## src/rtl/c2c_r_arb.sv

```systemverilog
// Two-to-one read arbiter: loads beat fetches, a starvation counter forces a fetch grant after STARVE_LIMIT load grants.
// Latency: request seen in IDLE -> m_re next cycle, acks/data combinational; backpressure: requesters hold re until their ack.
module c2c_r_arb #(
    parameter int XLEN         = 32,
    parameter int STARVE_LIMIT = 4
) (
    input  logic            clk,
    input  logic            reset_n,
    input  logic            i_re,
    input  logic [XLEN-1:0] i_addr,
    output logic [XLEN-1:0] i_data,
    output logic            i_ack,
    input  logic            d_re,
    input  logic [XLEN-1:0] d_addr,
    output logic [XLEN-1:0] d_data,
    output logic            d_ack,
    output logic            m_re,
    output logic [XLEN-1:0] m_addr,
    input  logic [XLEN-1:0] m_data,
    input  logic            m_ack,
    output logic [1:0]      owner,
    output logic            err_stray_ack
);

    localparam int SW = $clog2(STARVE_LIMIT + 1);
    localparam logic [SW-1:0] SLIM = SW'(STARVE_LIMIT);

    typedef enum logic [1:0] {
        IDLE  = 2'd0,
        GNT_I = 2'd1,
        GNT_D = 2'd2
    } state_t;

    state_t        state;
    state_t        state_nxt;
    logic [SW-1:0] scnt;
    logic          starve;

    assign starve = i_re && (scnt == SLIM);

    always_comb begin
        state_nxt = state;
        case (state)
            IDLE: begin
                if (d_re && !starve) begin
                    state_nxt = GNT_D;
                end else if (i_re) begin
                    state_nxt = GNT_I;
                end
            end
            GNT_I, GNT_D: begin
                if (m_ack) begin
                    state_nxt = IDLE;
                end
            end
            default: state_nxt = IDLE;
        endcase
    end

    always_ff @(posedge clk) begin
        if (!reset_n) begin
            state         <= IDLE;
            scnt          <= '0;
            err_stray_ack <= 1'b0;
        end else begin
            state <= state_nxt;
            if (state == IDLE && m_ack) begin
                err_stray_ack <= 1'b1;
            end
            // Only loads granted over a waiting fetch count toward starvation.
            if (state == IDLE && state_nxt == GNT_D) begin
                if (!i_re) begin
                    scnt <= '0;
                end else if (scnt != SLIM) begin
                    scnt <= scnt + SW'(1);
                end
            end else if (state == IDLE && state_nxt == GNT_I) begin
                scnt <= '0;
            end
        end
    end

    assign i_data = m_data;
    assign d_data = m_data;
    assign i_ack  = m_ack && (state == GNT_I);
    assign d_ack  = m_ack && (state == GNT_D);
    assign m_re   = (state != IDLE);

    always_comb begin
        m_addr = '0;
        owner  = 2'd0;
        case (state)
            GNT_I: begin
                m_addr = i_addr;
                owner  = 2'd1;
            end
            GNT_D: begin
                m_addr = d_addr;
                owner  = 2'd2;
            end
            default: begin
                m_addr = '0;
                owner  = 2'd0;
            end
        endcase
    end

endmodule

```

## config.mk

```make
export PLATFORM = sky130hd
export DESIGN_NAME = c2c_r_arb
export DESIGN_NICKNAME = d
export VERILOG_FILES = /design/src/rtl/c2c_r_arb.sv
export SDC_FILE = /design/constraint.sdc
export NUM_CORES = 1
export LEC_CHECK = 0
export ABC_AREA = 1
export ABC_CLOCK_PERIOD_IN_PS = 2600
export CAP_MARGIN = 30
export CORE_AREA = 5 5 76 78
export DETAILED_ROUTE_END_ITERATION = 16
export DIE_AREA = 0 0 81 83
export DONT_BUFFER_PORTS = 1
export PLACE_DENSITY_LB_ADDON = 0.05
export SKIP_LAST_GASP = 1
export SLEW_MARGIN = 20
export SYNTH_ARGS = -nofsm -noshare
export SYNTH_HDL_FRONTEND = slang
export SYNTH_SLANG_ARGS = --single-unit
```

## constraint.sdc

```tcl
create_clock -name clk -period 2.6 [get_ports clk]
set_clock_uncertainty 0.1 [all_clocks]
set_input_delay 0.39 -clock clk [delete_from_list [all_inputs] [get_ports clk]]
set_output_delay 0.39 -clock clk [all_outputs]
set_load 0.005 [all_outputs]
```

* Word-level counts from Yosys, hierarchy flattened *
Index checks and enable logic that the tools add are counted.

operators by class
  $add $sub $neg = 1
  eq/ne operators = 7
  multiplexer cells = 10
  reductions and logical operators = 13

operators by type and width
  kind                                                                    number
  32-bit case mux with 2 select lines                                     1
  3-bit two-way mux                                                       4
  2-bit case mux with 2 select lines                                      2
  1-bit logical AND                                                       7
  2-bit two-way mux                                                       3
  2-bit by 1-bit equality test with 1-bit output (second input constant)  2
  2-bit equality test (second input constant)                             2
  2-bit nonzero test                                                      2
  3-bit by 1-bit adder with 3-bit output (second input constant)          1
  3-bit equality test (second input constant)                             1
  3-bit by 2-bit != test with 1-bit output (second input constant)        1
  3-bit != test (second input constant)                                   1
  2-bit zero test                                                         1
  2-bit AND reduction                                                     1
  2-bit OR reduction                                                      1
  1-bit zero test                                                         1

storage, ports and cells
  register bits = 6
  input port bits = 101
  output and inout bits = 102
  word-level logic and storage cells = 34

* Depth between registers and ports, before layout *
Gate-level depths: netlist of the first run.

  word-level depth = 10
  depth in mapped cells = 12
  depth with buffers taken out = 11

* Worst setup path before layout of the first run *
Ideal clock, no wire load.

  path type = flip-flop to output port
  start = register state[0]
  end = output m_addr[10]
  data arrival time = 1275 ps
  data required time = 2110 ps
  slack = 835 ps
  stages on the path, launching flop included = 6
  buffers on the path = 1
  path through = dfxtp_1 -> inv_1 -> ha_1 -> inv_1 -> clkbuf_1 -> a21oi_1

between the ends
  cells in the longest elaborated chain, start to end = 2
  elaborated cells on any way between the ends = 3
  those cells by class = 2 x eq/ne; 1 x mux

RTL lines
  element                                                                                line  source
  from (decl)                                                                            34    state_t state;
  from (signal assigned)                                                                 66    state <= state_nxt;
  2-bit equality test or 2-bit by 1-bit equality test with 1-bit output (tied branches)  92    case (state)
  32-bit case mux with 2 select lines (*)                                                92
  to (decl)                                                                              18    output logic [XLEN-1:0] m_addr,

Every way passes the cells marked *; elsewhere a longest branch is shown, timed or not.

* Worst setup path in the final report of the first run *
  start = register state[0]
  end = output m_addr[14]

The elaborated chain is that of the path after synthesis.

==> flow_results.xml, run 1 <==
<?xml version="1.0" encoding="UTF-8"?>
<metrics>
  <group name="clocking">
    <metric name="clock_tree.buffer_depth" unit="">2</metric>
    <metric name="numCtsBuffers" unit="">3</metric>
    <metric name="worst_setup_hold_path_clk_slew" unit="ns">0.03</metric>
    <metric name="h-tree-depth" unit="">1</metric>
    <metric name="clk_root_buffer_cell" unit="">clkbuf_8</metric>
    <metric name="post_cts_hold_buffer_count" unit="">0</metric>
    <metric name="post_cts_resize_count" unit="">0</metric>
    <metric name="insertion_delay" unit="ns">0.21</metric>
    <metric name="cts_sinks" unit="">6</metric>
    <metric name="cts.repair_timing.setup_buffer_count" unit="">0</metric>
    <metric name="clock_tree_from_tritoncts" unit="">done</metric>
  </group>
  <group name="worst_setup_path">
    <metric name="timing.critical_path.buf_inv" unit="">3</metric>
    <metric name="worstRegToRegCells" unit="">9</metric>
    <metric name="path_depth" unit="">5</metric>
    <metric name="critical_path.endpoint_type" unit="">output pin</metric>
    <metric name="crit_path_max_fanout" unit="">25</metric>
    <metric name="start_kind" unit="">register</metric>
    <metric name="crit_type" unit="">register to output pin</metric>
    <metric name="cp_cell_sequence" unit="">inv_1 &gt; ha_1 &gt; inv_1 &gt; buf_16 &gt; a21oi_1</metric>
    <metric name="timing.critical_path.slowest_cell_delay" unit="ns">0.41</metric>
    <metric name="cpLargestDelayFamily" unit="">buffers and inverters</metric>
    <metric name="critical-path-top-cell-by-count" unit="">inv_1</metric>
    <metric name="crit_arrival" unit="ns">1.68</metric>
    <metric name="critPathSlowestCell" unit="">dfxtp_1</metric>
    <metric name="worst-endpoint-required" unit="ns">2.11</metric>
  </group>
  <group name="placed_design">
    <metric name="placed_cell_area" unit="um^2">965.9</metric>
    <metric name="port_buffers" unit="">0</metric>
    <metric name="placedCellCount" unit="">229</metric>
    <metric name="hpwlAfterDp" unit="um">3230</metric>
    <metric name="detailedPlace.worstSlack" unit="ns">0.3147</metric>
    <metric name="place.gp.congestion" unit="">0.6865</metric>
  </group>
  <group name="logic_synthesis">
    <metric name="seq_area_frac_synth" unit="%">8.587</metric>
    <metric name="synth_top_area_share" unit="%">34.35</metric>
    <metric name="synth_compound_area_share" unit="%">12.88</metric>
    <metric name="post_synth_fa_ha_maj_area_fraction" unit="%">7.156</metric>
    <metric name="post_synth.cell_area_avg" unit="um^2">6.004</metric>
    <metric name="synthDistinctLibCells" unit="">17</metric>
    <metric name="synthCells" unit="">233</metric>
    <metric name="main_combinational_cell_family_by_area_after_synthesis" unit="">buffers and inverters</metric>
    <metric name="multiplexer_share_of_the_synthesized_area" unit="%">0</metric>
    <metric name="synth-seq-cells" unit="">6</metric>
    <metric name="yosys.area_share.xor_xnor" unit="%">0.6261</metric>
    <metric name="synth_nets" unit="">342</metric>
    <metric name="synth_area_leaders" unit="">buf_4 34%, nand2_1 19%, a21oi_1 13%</metric>
    <metric name="post_synth_and_or_nand_nor_area_fraction" unit="%">28.98</metric>
    <metric name="ys.warnings.count" unit="">0</metric>
    <metric name="yosysTopAreaCell" unit="">buf_4</metric>
    <metric name="synth_area" unit="mm^2">0.001399</metric>
  </group>
  <group name="drt">
    <metric name="routed-via-count" unit="">1088</metric>
    <metric name="detail_route.wirelength" unit="um">3845</metric>
    <metric name="via_per_instance_ratio" unit="">4.670</metric>
    <metric name="drt-initial-drc-count" unit="">46</metric>
    <metric name="antenna_violating_nets_post_route" unit="">0</metric>
    <metric name="final_routed_wire_length_divided_by_cell_count" unit="um">16.50</metric>
    <metric name="first_pass_iters" unit="">4</metric>
    <metric name="drc" unit="">0</metric>
  </group>
  <group name="layout">
    <metric name="share_of_final_layout_standard_cells_stronger_than_drive_strength_1" unit="%">7.975</metric>
    <metric name="final_nets" unit="">274</metric>
    <metric name="layout.cells.most_common_list" unit="">72 x nand2_1, 36 x a21oi_1, 12 x inv_1</metric>
    <metric name="layout_commonest_cell" unit="">nand2_1</metric>
    <metric name="antennaDiodeCount" unit="">0</metric>
    <metric name="syn2layout_area_growth" unit="%">-26.03</metric>
    <metric name="instances_no_fill" unit="">233</metric>
    <metric name="final_cell_area" unit="mm^2">0.001035</metric>
  </group>
  <group name="grt">
    <metric name="grt.overflow.total" unit="">0</metric>
    <metric name="met1_resource_use_gr" unit="%">8.867</metric>
    <metric name="global_route.usage.total" unit="%">9.522</metric>
    <metric name="antenna_violations_before_repair" unit="">0</metric>
    <metric name="grt_use_met2" unit="%">18.67</metric>
    <metric name="global_route.peak_usage_layer" unit="">met2</metric>
    <metric name="grt_first_pass_wirelength" unit="um">5230</metric>
    <metric name="grtUsageMet3" unit="%">4.004</metric>
    <metric name="via_count_of_the_first_global_routing_pass" unit="">1057</metric>
    <metric name="grt_start_max_net_pins" unit="">34</metric>
  </group>
  <group name="sta">
    <metric name="timing.slew.headroom" unit="%">71.84</metric>
    <metric name="min_period_over_period" unit="%">83.36</metric>
    <metric name="final.setup.worst_slack" unit="ns">0.4327</metric>
    <metric name="rsz_0062_raised_after_global_routing" unit="">false</metric>
    <metric name="tns" unit="ns">0</metric>
    <metric name="fmaxAchievable" unit="MHz">461.4</metric>
    <metric name="slew_violations" unit="">0</metric>
    <metric name="post_layout_min_period" unit="ns">2.167</metric>
    <metric name="transition_time_of_the_tightest_slew_check_pin" unit="ns">0.4223</metric>
    <metric name="setup_viol_count_final" unit="">0</metric>
    <metric name="hold_viol" unit="">0</metric>
  </group>
  <group name="hold_path">
    <metric name="hold_class" unit="">input port to register</metric>
    <metric name="whs_path_depth" unit="">2</metric>
  </group>
  <group name="power_and_ir_drop">
    <metric name="design_power_total" unit="mW">0.3979</metric>
    <metric name="max-vdd-ir-drop" unit="uV">321.6</metric>
    <metric name="power.density" unit="mW/mm^2">384.5</metric>
    <metric name="total_leakage_power" unit="nW">0.3690</metric>
  </group>
  <group name="floorplanning">
    <metric name="rows" unit="">26</metric>
    <metric name="design.die.area" unit="mm^2">0.006723</metric>
    <metric name="num_io_pins" unit="">203</metric>
    <metric name="die_boundary_width" unit="um">81</metric>
    <metric name="start_util" unit="%">27.92</metric>
    <metric name="core_region_area" unit="mm^2">0.005010</metric>
    <metric name="dieHeight" unit="um">83</metric>
  </group>
  <group name="outcome">
    <metric name="outcome" unit="">completed</metric>
  </group>
  <group name="run">
    <metric name="maxCapViolCount" unit="">0</metric>
  </group>
</metrics>
-- synthesized netlist by cell type --
master and number:
nand2_4 2, buf_4 64, buf_2 2, dfxtp_1 6, inv_2 1, nor2_8 1, clkbuf_1 9, nand2_2 3
xor2_1 1, ha_1 8, buf_6 1, inv_1 12, nor2_1 5, a21oi_1 36, nand4_1 4, nand2_1 72
nand3_1 6
-- worst reg2reg max path: cells and delay by family (launching register included) --
| family | cells | cell delay [ns] |
|---|---|---|
| fa+ha+maj | 1 | 0.43 |
| flops | 1 | 0.35 |
| compound gates | 1 | 0.06 |
| simple gates | 5 | 0.59 |
| buf+inv | 2 | 0.22 |
-- registers in the layout, summed over array words and instances (netlist names) --
name	flops
err_stray_ack	1
scnt	3
state	2
-- where the power goes --
group	switching (mW)	internal (mW)	total, mW	leakage, nW
combinational	0.109	0.0522	0.161	0.298
clock	0.0334	0.0989	0.132	0.0216
sequential	0.00583	0.0983	0.104	0.0491
total	0.148	0.249	0.398	0.369
-- layer usage --
layer / vias up / wire (um)
met4: 0 / 70
li1: 523 / -
met5: - / 0
met1: 463 / 1308
met2: 90 / 1977
met3: 12 / 488
-- cell families (layout without fill, tap and decap cells) --
kind of cell,count (synthesis),after routing
compound gates,36,36
xor+xnor,1,1
fa+ha+maj,8,8
buf+inv,89,19
flops,6,6
simple gates,93,93
-- stage by stage --
step	hold WS, ns	util (%)
after floorplan	0.3604	-
after global placement	0.4013	19.28
after detailed placement	0.4035	19.28
after CTS	0.2275	20.10
after global routing	0.2329	20.65
final	0.2270	20.65
-- worst paths after layout --
| path | start | slack, ns | endpoint |
|---|---|---|---|
| setup / recovery | state[0]$_SDFF_PN0_ | 0.43 | m_addr[14] |
| hold reg to reg | err_stray_ack$_SDFFE_PN0P_ | 0.40 | err_stray_ack$_SDFFE_PN0P_ |
| setup reg to reg | state[0]$_SDFF_PN0_ | 0.73 | scnt[2]$_SDFFE_PN0P_ |
| hold / removal | m_ack | 0.23 | err_stray_ack$_SDFFE_PN0P_ |
-- layout make-up --
type	instances	area, um^2
Clock buffer	3	41.29
Fill cell	590	3975
Inverter	13	48.80
Multi-Input combinational cell	138	694.4
Sequential cell	6	120.1
Tap cell	70	87.58
Timing Repair Buffer	3	42.54
Power figures use the tool's default switching activity.
==> run 2, diff against run 1 <==
--- a/config.mk
+++ b/config.mk
@@ -5,8 +5,8 @@
 export SDC_FILE = /design/constraint.sdc
 export NUM_CORES = 1
 export LEC_CHECK = 0
-export ABC_AREA = 1
-export ABC_CLOCK_PERIOD_IN_PS = 2600
+export ABC_AREA = 0
+export ABC_CLOCK_PERIOD_IN_PS = 2300
 export CAP_MARGIN = 30
 export CORE_AREA = 5 5 76 78
 export DETAILED_ROUTE_END_ITERATION = 16
==> constraint.sdc (replaced) <==
create_clock -name clk -period 2.3 [get_ports clk]
set_clock_uncertainty 0.1 [all_clocks]
set_input_delay 0.345 -clock clk [delete_from_list [all_inputs] [get_ports clk]]
set_output_delay 0.345 -clock clk [all_outputs]
set_load 0.005 [all_outputs]
==> flow_results.xml, run 2 <==
<?xml version="1.0" encoding="UTF-8"?>
<metrics>
  <group name="placed_design">
    <metric name="hpwlAfterDp" unit="um">3820</metric>
    <metric name="placedCellCount" unit="">199</metric>
    <metric name="port_buffers" unit="">0</metric>
    <metric name="place.gp.congestion" unit="">0.7940</metric>
  </group>
  <group name="logic_synthesis">
    <metric name="synth_top_area_share" unit="%">32.85</metric>
    <metric name="synthDistinctLibCells" unit="">30</metric>
    <metric name="post_synth.cell_area_avg" unit="um^2">7.387</metric>
    <metric name="seq_area_frac_synth" unit="%">8.212</metric>
    <metric name="synth_area_leaders" unit="">buf_4 33%, a22oi_1 16%, nor2b_1 14%</metric>
    <metric name="synth_async_sr_flop_share" unit="%">0</metric>
    <metric name="synthCells" unit="">198</metric>
    <metric name="synth-edff-count" unit="">0</metric>
    <metric name="ys.warnings.count" unit="">0</metric>
    <metric name="ys_top_cells_by_count" unit="">64 x buf_4, 33 x nor2b_1, 32 x a22oi_1</metric>
    <metric name="synth_flop_cell" unit="">dfxtp_1</metric>
    <metric name="yosysTopAreaCell" unit="">buf_4</metric>
    <metric name="yosys.cell_count.top_type" unit="">buf_4</metric>
    <metric name="synth_nets" unit="">307</metric>
    <metric name="synth-seq-cells" unit="">6</metric>
    <metric name="synth_area" unit="mm^2">0.001463</metric>
  </group>
  <group name="floorplanning">
    <metric name="core_region_area" unit="mm^2">0.005010</metric>
    <metric name="start_util" unit="%">29.20</metric>
    <metric name="rows" unit="">26</metric>
    <metric name="dieHeight" unit="um">83</metric>
    <metric name="num_io_pins" unit="">203</metric>
    <metric name="die_boundary_width" unit="um">81</metric>
    <metric name="design.die.area" unit="mm^2">0.006723</metric>
  </group>
  <group name="layout">
    <metric name="top_regs" unit="">scnt (3), state (2), err_stray_ack (1)</metric>
    <metric name="layout_commonest_cell" unit="">nor2b_1</metric>
    <metric name="largest_register_ffs" unit="">3</metric>
    <metric name="share_of_final_layout_standard_cells_stronger_than_drive_strength_1" unit="%">12.12</metric>
    <metric name="final_util" unit="%">22.75</metric>
    <metric name="layout.cells.most_common_list" unit="">33 x nor2b_1, 32 x a22oi_1, 9 x nand2_1</metric>
    <metric name="antennaDiodeCount" unit="">0</metric>
    <metric name="instances_no_fill" unit="">202</metric>
    <metric name="final_nets" unit="">243</metric>
    <metric name="syn2layout_area_growth" unit="%">-22.07</metric>
    <metric name="top_reg_by_flops" unit="">scnt</metric>
  </group>
  <group name="sta">
    <metric name="transition_time_of_the_tightest_slew_check_pin" unit="ns">0.3252</metric>
    <metric name="setup_viol_count_final" unit="">0</metric>
    <metric name="post_layout_min_period" unit="ns">2.042</metric>
    <metric name="fmaxAchievable" unit="MHz">489.7</metric>
    <metric name="timing.slew.headroom" unit="%">78.23</metric>
    <metric name="slew_violations" unit="">0</metric>
    <metric name="min_period_over_period" unit="%">88.78</metric>
    <metric name="rsz_0062_raised_after_global_routing" unit="">false</metric>
    <metric name="tns" unit="ns">0</metric>
    <metric name="hold_viol" unit="">0</metric>
    <metric name="hold_ws" unit="ns">0.1474</metric>
  </group>
  <group name="power_and_ir_drop">
    <metric name="combinational_fraction_of_design_power" unit="%">43.9</metric>
    <metric name="power_frac_clock" unit="%">32.9</metric>
    <metric name="cell_internal_pwr" unit="mW">0.3245</metric>
    <metric name="design_power_total" unit="mW">0.4951</metric>
    <metric name="power.density" unit="mW/mm^2">434.3</metric>
    <metric name="max-vdd-ir-drop" unit="uV">303.6</metric>
    <metric name="p_sw" unit="mW">0.1706</metric>
    <metric name="sw_ratio" unit="%">34.45</metric>
    <metric name="total_leakage_power" unit="nW">0.3444</metric>
    <metric name="p_seq_share" unit="%">23.2</metric>
  </group>
  <group name="clocking">
    <metric name="h-tree-depth" unit="">1</metric>
    <metric name="clock_tree.buffer_depth" unit="">2</metric>
    <metric name="clk_root_buffer_cell" unit="">clkbuf_8</metric>
    <metric name="clock_tree_from_tritoncts" unit="">done</metric>
    <metric name="post_cts_resize_count" unit="">0</metric>
    <metric name="numCtsBuffers" unit="">3</metric>
    <metric name="insertion_delay" unit="ns">0.23</metric>
    <metric name="cts.repair_timing.setup_buffer_count" unit="">0</metric>
    <metric name="worst_setup_hold_path_clk_slew" unit="ns">0.04</metric>
    <metric name="cts_sinks" unit="">6</metric>
    <metric name="post_cts_hold_buffer_count" unit="">0</metric>
  </group>
  <group name="worst_setup_path">
    <metric name="critical_path.endpoint_type" unit="">output pin</metric>
    <metric name="crit_type" unit="">register to output pin</metric>
    <metric name="start_kind" unit="">register</metric>
    <metric name="crit_arrival" unit="ns">1.60</metric>
    <metric name="worst-endpoint-required" unit="ns">1.86</metric>
    <metric name="crit_path_max_fanout" unit="">28</metric>
  </group>
  <group name="drt">
    <metric name="drc" unit="">0</metric>
    <metric name="final_routed_wire_length_divided_by_cell_count" unit="um">21.99</metric>
    <metric name="first_pass_iters" unit="">4</metric>
    <metric name="detail_route.wirelength" unit="um">4442</metric>
    <metric name="drt-initial-drc-count" unit="">23</metric>
    <metric name="routed-via-count" unit="">1082</metric>
    <metric name="antenna_violating_nets_post_route" unit="">0</metric>
    <metric name="via_per_instance_ratio" unit="">5.356</metric>
  </group>
  <group name="grt">
    <metric name="grt_first_pass_wirelength" unit="um">6265</metric>
    <metric name="grt.overflow.total" unit="">0</metric>
    <metric name="grt_start_max_net_pins" unit="">29</metric>
    <metric name="via_count_of_the_first_global_routing_pass" unit="">1064</metric>
    <metric name="global_route.usage.total" unit="%">11.74</metric>
    <metric name="antenna_violations_before_repair" unit="">0</metric>
  </group>
  <group name="outcome">
    <metric name="outcome" unit="">completed</metric>
  </group>
  <group name="hold_path">
    <metric name="hold_class" unit="">input port to register</metric>
  </group>
  <group name="run">
    <metric name="maxCapViolCount" unit="">0</metric>
  </group>
</metrics>
==> run 2: cell count changes after synthesis, moves of 3 or more <==
cell,before,now
nor2b_1,0,33
nand2_1,72,9
a22oi_1,0,32
nand3_1,6,2
a21oi_1,36,3
nand2_2,3,0
nand4_1,4,0
inv_1,12,4
==> run 2: power by group through the flow <==
stage / registers [mW] / clock network [mW] / logic [mW]
final: 0.115 / 0.163 / 0.217
after global routing: 0.116 / 0.171 / 0.241
after CTS: 0.115 / 0.167 / 0.223
after detailed placement: 0.117 / 0 / 0.222
after global placement: 0.117 / 0 / 0.219
after floorplan: 0.120 / 0 / 0.250
==> run 2: metrics by stage <==
step / instance area [um^2] / setup WS, ns
2_1_floorplan: 1463 / 0.2522
3_3_place_gp: 1099 / 0.3694
4_1_cts: 1140 / 0.2190
3_5_place_dp: 1099 / 0.3358
5_1_grt: 1140 / 0.1323
6_report: 1140 / 0.2580
==> run 2: cell families after synthesis <==
| logic type | synth area share (%) |
|---|---|
| adder cells (fa/ha/maj) | 6.844 |
| AND/OR/NAND/NOR | 24.29 |
| AO/OA/AOI/OAI | 23.70 |
| flip-flops | 8.212 |
| buffers and inverters | 36.95 |
==> run 2: final cells by class <==
type,instances,area (um^2)
Clock buffer,3,41.29
Fill cell,604,3870
Inverter,5,18.77
Multi-Input combinational cell,112,802.0
Sequential cell,6,120.1
Tap cell,70,87.58
Timing Repair Buffer,6,70.07
==> run 2: layer usage <==
metal  global-route usage, %  share of wire, %
met5                       0                 0
met4                   3.840               2.0
met3                   4.221                12
met2                   22.18                54
met1                   11.44                32
==> run 2: path summary, 6_finish.rpt <==
path | slack (ns) | endpoint | cells past startpoint | from
min reg2reg | 0.38 | scnt[0]$_SDFFE_PN0P_ | 2 | scnt[0]$_SDFFE_PN0P_
max | 0.26 | m_addr[0] | 5 | state[1]$_SDFF_PN0_
max reg2reg | 0.35 | scnt[2]$_SDFFE_PN0P_ | 7 | state[0]$_SDFF_PN0_
min | 0.15 | err_stray_ack$_SDFFE_PN0P_ | 1 | reset_n
==> run 2: worst max-delay path, cell delays in order, from the launching register on <==
cell	delay, ns
dfxtp_1	0.31
buf_4	0.16
ha_1	0.35
buf_12	0.21
a22oi_1	0.11
nor2b_1	0.21
==> run 3, diff against run 2 <==
--- a/config.mk
+++ b/config.mk
@@ -6,12 +6,12 @@
 export NUM_CORES = 1
 export LEC_CHECK = 0
 export ABC_AREA = 0
-export ABC_CLOCK_PERIOD_IN_PS = 2300
-export CAP_MARGIN = 30
+export ABC_CLOCK_PERIOD_IN_PS = 1750
 export CORE_AREA = 5 5 76 78
 export DETAILED_ROUTE_END_ITERATION = 16
 export DIE_AREA = 0 0 81 83
 export DONT_BUFFER_PORTS = 1
+export GPL_TIMING_DRIVEN = 0
 export PLACE_DENSITY_LB_ADDON = 0.05
 export SKIP_LAST_GASP = 1
 export SLEW_MARGIN = 20
==> constraint.sdc (replaced) <==
create_clock -name clk -period 1.75 [get_ports clk]
set_clock_uncertainty 0.1 [all_clocks]
set_input_delay 0.2625 -clock clk [delete_from_list [all_inputs] [get_ports clk]]
set_output_delay 0.2625 -clock clk [all_outputs]
set_load 0.005 [all_outputs]
==> flow_results.xml, run 3 (synthesis gave the netlist of run 2 again) <==
<?xml version="1.0" encoding="UTF-8"?>
<metrics>
  <group name="outcome">
    <metric name="outcome" unit="">finished, violations left</metric>
    <metric name="violations" unit="">setup timing</metric>
  </group>
  <group name="floorplanning">
    <metric name="start_util" unit="%">29.20</metric>
    <metric name="design.die.area" unit="mm^2">0.006723</metric>
    <metric name="dieHeight" unit="um">83</metric>
    <metric name="rows" unit="">26</metric>
    <metric name="die_boundary_width" unit="um">81</metric>
    <metric name="num_io_pins" unit="">203</metric>
    <metric name="core_region_area" unit="mm^2">0.005010</metric>
  </group>
  <group name="power_and_ir_drop">
    <metric name="power_frac_clock" unit="%">25.7</metric>
    <metric name="cell_internal_pwr" unit="mW">0.5433</metric>
    <metric name="p_seq_share" unit="%">18.9</metric>
    <metric name="max-vdd-ir-drop" unit="uV">194.6</metric>
    <metric name="power.density" unit="mW/mm^2">469.3</metric>
    <metric name="combinational_fraction_of_design_power" unit="%">55.4</metric>
    <metric name="p_sw" unit="mW">0.2681</metric>
    <metric name="sw_ratio" unit="%">33.05</metric>
    <metric name="total_leakage_power" unit="nW">0.6995</metric>
  </group>
  <group name="hold_path">
    <metric name="whs_path_depth" unit="">1</metric>
    <metric name="hold_class" unit="">input port to register</metric>
  </group>
  <group name="layout">
    <metric name="share_of_final_layout_standard_cells_stronger_than_drive_strength_1" unit="%">47.57</metric>
    <metric name="layout_commonest_cell" unit="">buf_4</metric>
    <metric name="antennaDiodeCount" unit="">0</metric>
    <metric name="final_cell_area" unit="mm^2">0.001729</metric>
    <metric name="top_regs" unit="">scnt (3), state (2), err_stray_ack (1)</metric>
    <metric name="layout.cells.most_common_list" unit="">72 x buf_4, 33 x nor2b_1, 31 x a22oi_1</metric>
    <metric name="top_reg_by_flops" unit="">scnt</metric>
    <metric name="largest_register_ffs" unit="">3</metric>
    <metric name="final_nets" unit="">317</metric>
    <metric name="syn2layout_area_growth" unit="%">18.22</metric>
  </group>
  <group name="drt">
    <metric name="final_routed_wire_length_divided_by_cell_count" unit="um">18.08</metric>
    <metric name="detail_route.wirelength" unit="um">4991</metric>
    <metric name="first_pass_iters" unit="">4</metric>
    <metric name="via_per_instance_ratio" unit="">4.982</metric>
    <metric name="drc" unit="">0</metric>
    <metric name="drt-initial-drc-count" unit="">34</metric>
    <metric name="antenna_violating_nets_post_route" unit="">0</metric>
    <metric name="routed-via-count" unit="">1375</metric>
  </group>
  <group name="grt">
    <metric name="global_route.usage.total" unit="%">12.68</metric>
    <metric name="antenna_violations_before_repair" unit="">0</metric>
    <metric name="grt.overflow.total" unit="">0</metric>
    <metric name="grt_start_max_net_pins" unit="">11</metric>
    <metric name="grt_first_pass_wirelength" unit="um">6948</metric>
    <metric name="via_count_of_the_first_global_routing_pass" unit="">1402</metric>
  </group>
  <group name="run">
    <metric name="maxCapViolCount" unit="">0</metric>
  </group>
  <group name="sta">
    <metric name="post_layout_min_period" unit="ns">1.853</metric>
    <metric name="final.setup.worst_slack" unit="ns">-0.1026</metric>
    <metric name="slew_violations" unit="">0</metric>
    <metric name="rsz_0062_raised_after_global_routing" unit="">true</metric>
    <metric name="hold_viol" unit="">0</metric>
    <metric name="transition_time_of_the_tightest_slew_check_pin" unit="ns">0.3063</metric>
    <metric name="setup_viol_count_final" unit="">24</metric>
    <metric name="min_period_over_period" unit="%">105.9</metric>
    <metric name="timing.slew.headroom" unit="%">79.58</metric>
    <metric name="hold_ws" unit="ns">0.07814</metric>
    <metric name="fmaxAchievable" unit="MHz">539.8</metric>
  </group>
  <group name="worst_setup_path">
    <metric name="crit_type" unit="">register to register</metric>
    <metric name="critical_path.endpoint_type" unit="">register</metric>
    <metric name="worstRegToRegCells" unit="">7</metric>
    <metric name="crit_arrival" unit="ns">1.85</metric>
    <metric name="worst-endpoint-required" unit="ns">1.75</metric>
    <metric name="start_kind" unit="">register</metric>
    <metric name="crit_path_max_fanout" unit="">6</metric>
  </group>
  <group name="placed_design">
    <metric name="port_buffers" unit="">0</metric>
    <metric name="detailedPlace.worstSlack" unit="ns">-0.3230</metric>
    <metric name="placed_cell_area" unit="mm^2">0.001570</metric>
    <metric name="place.gp.congestion" unit="">0.6674</metric>
    <metric name="hpwlAfterDp" unit="um">4343</metric>
  </group>
  <group name="clocking">
    <metric name="h-tree-depth" unit="">1</metric>
    <metric name="cts_sinks" unit="">6</metric>
    <metric name="clock_tree.buffer_depth" unit="">2</metric>
    <metric name="clk_root_buffer_cell" unit="">clkbuf_8</metric>
    <metric name="clock_tree_from_tritoncts" unit="">done</metric>
    <metric name="post_cts_hold_buffer_count" unit="">0</metric>
    <metric name="insertion_delay" unit="ns">0.22</metric>
    <metric name="numCtsBuffers" unit="">3</metric>
    <metric name="worst_setup_hold_path_clk_slew" unit="ns">0.04</metric>
  </group>
</metrics>
run 3: per-layer routing:
metal	track usage [%]	part of all wire [%]	up-vias
met5	0	0	-
met4	2.765	0.26	0
met3	3.571	11	2
met2	26.66	57	110
met1	11.18	32	631
li1	-	-	632
run 3: timing repair:
action / in CTS / in global routing
gates resized for setup: 19 / 7
buffers inserted: 6 / 1
pin swaps: 4 / 5
setup endpoints to repair: 36 / 33
hold endpoints to repair: 0 / 0
run 3: power by group through the flow:
stage | registers [mW] | clock network (mW) | logic (mW)
global placement | 0.161 | 0 | 0.401
global route | 0.155 | 0.226 | 0.492
detailed placement | 0.161 | 0 | 0.405
CTS | 0.153 | 0.217 | 0.448
floorplan | 0.158 | 0 | 0.337
finish | 0.154 | 0.209 | 0.449
run 3: final timing paths:
path                                            from                         end  slack, ns
worst max register to register   state[0]$_SDFF_PN0_        scnt[2]$_SDFFE_PN0P_      -0.10
worst min-delay path                         reset_n  err_stray_ack$_SDFFE_PN0P_       0.08
worst min register to register  scnt[1]$_SDFFE_PN0P_        scnt[1]$_SDFFE_PN0P_       0.37
worst max-delay path             state[0]$_SDFF_PN0_        scnt[2]$_SDFFE_PN0P_      -0.10
run 3: area by class of cell:
type | count | area (um^2)
well taps | 70 | 87.58
fillers | 562 | 3281
inverters | 5 | 23.77
flip-flops and latches | 6 | 127.6
multi-input cells | 112 | 842.1
plain buffers | 73 | 554.3
clock buffers | 3 | 41.29
repair buffers | 7 | 52.55
run 3: worst max-delay path: stages, from the launching register on:
cell and delay (ns):
dfxtp_4 0.36, inv_4 0.04, ha_4 0.26, and2b_4 0.18, o21a_1 0.19, o21bai_4 0.17, a211oi_2 0.28, a32oi_1 0.14
run 3: stage by stage:
step           total power, mW  std cells  setup TNS (ns)  utilization (%)
6_report                0.8114        276         -0.8112            34.52
4_1_cts                 0.8191        275          -1.498            33.97
5_1_grt                 0.8734        276          -3.669            34.52
3_5_place_dp            0.5665        268          -6.296            31.34
2_1_floorplan           0.4946        198               0                -
3_3_place_gp            0.5617        268          -4.918            31.34
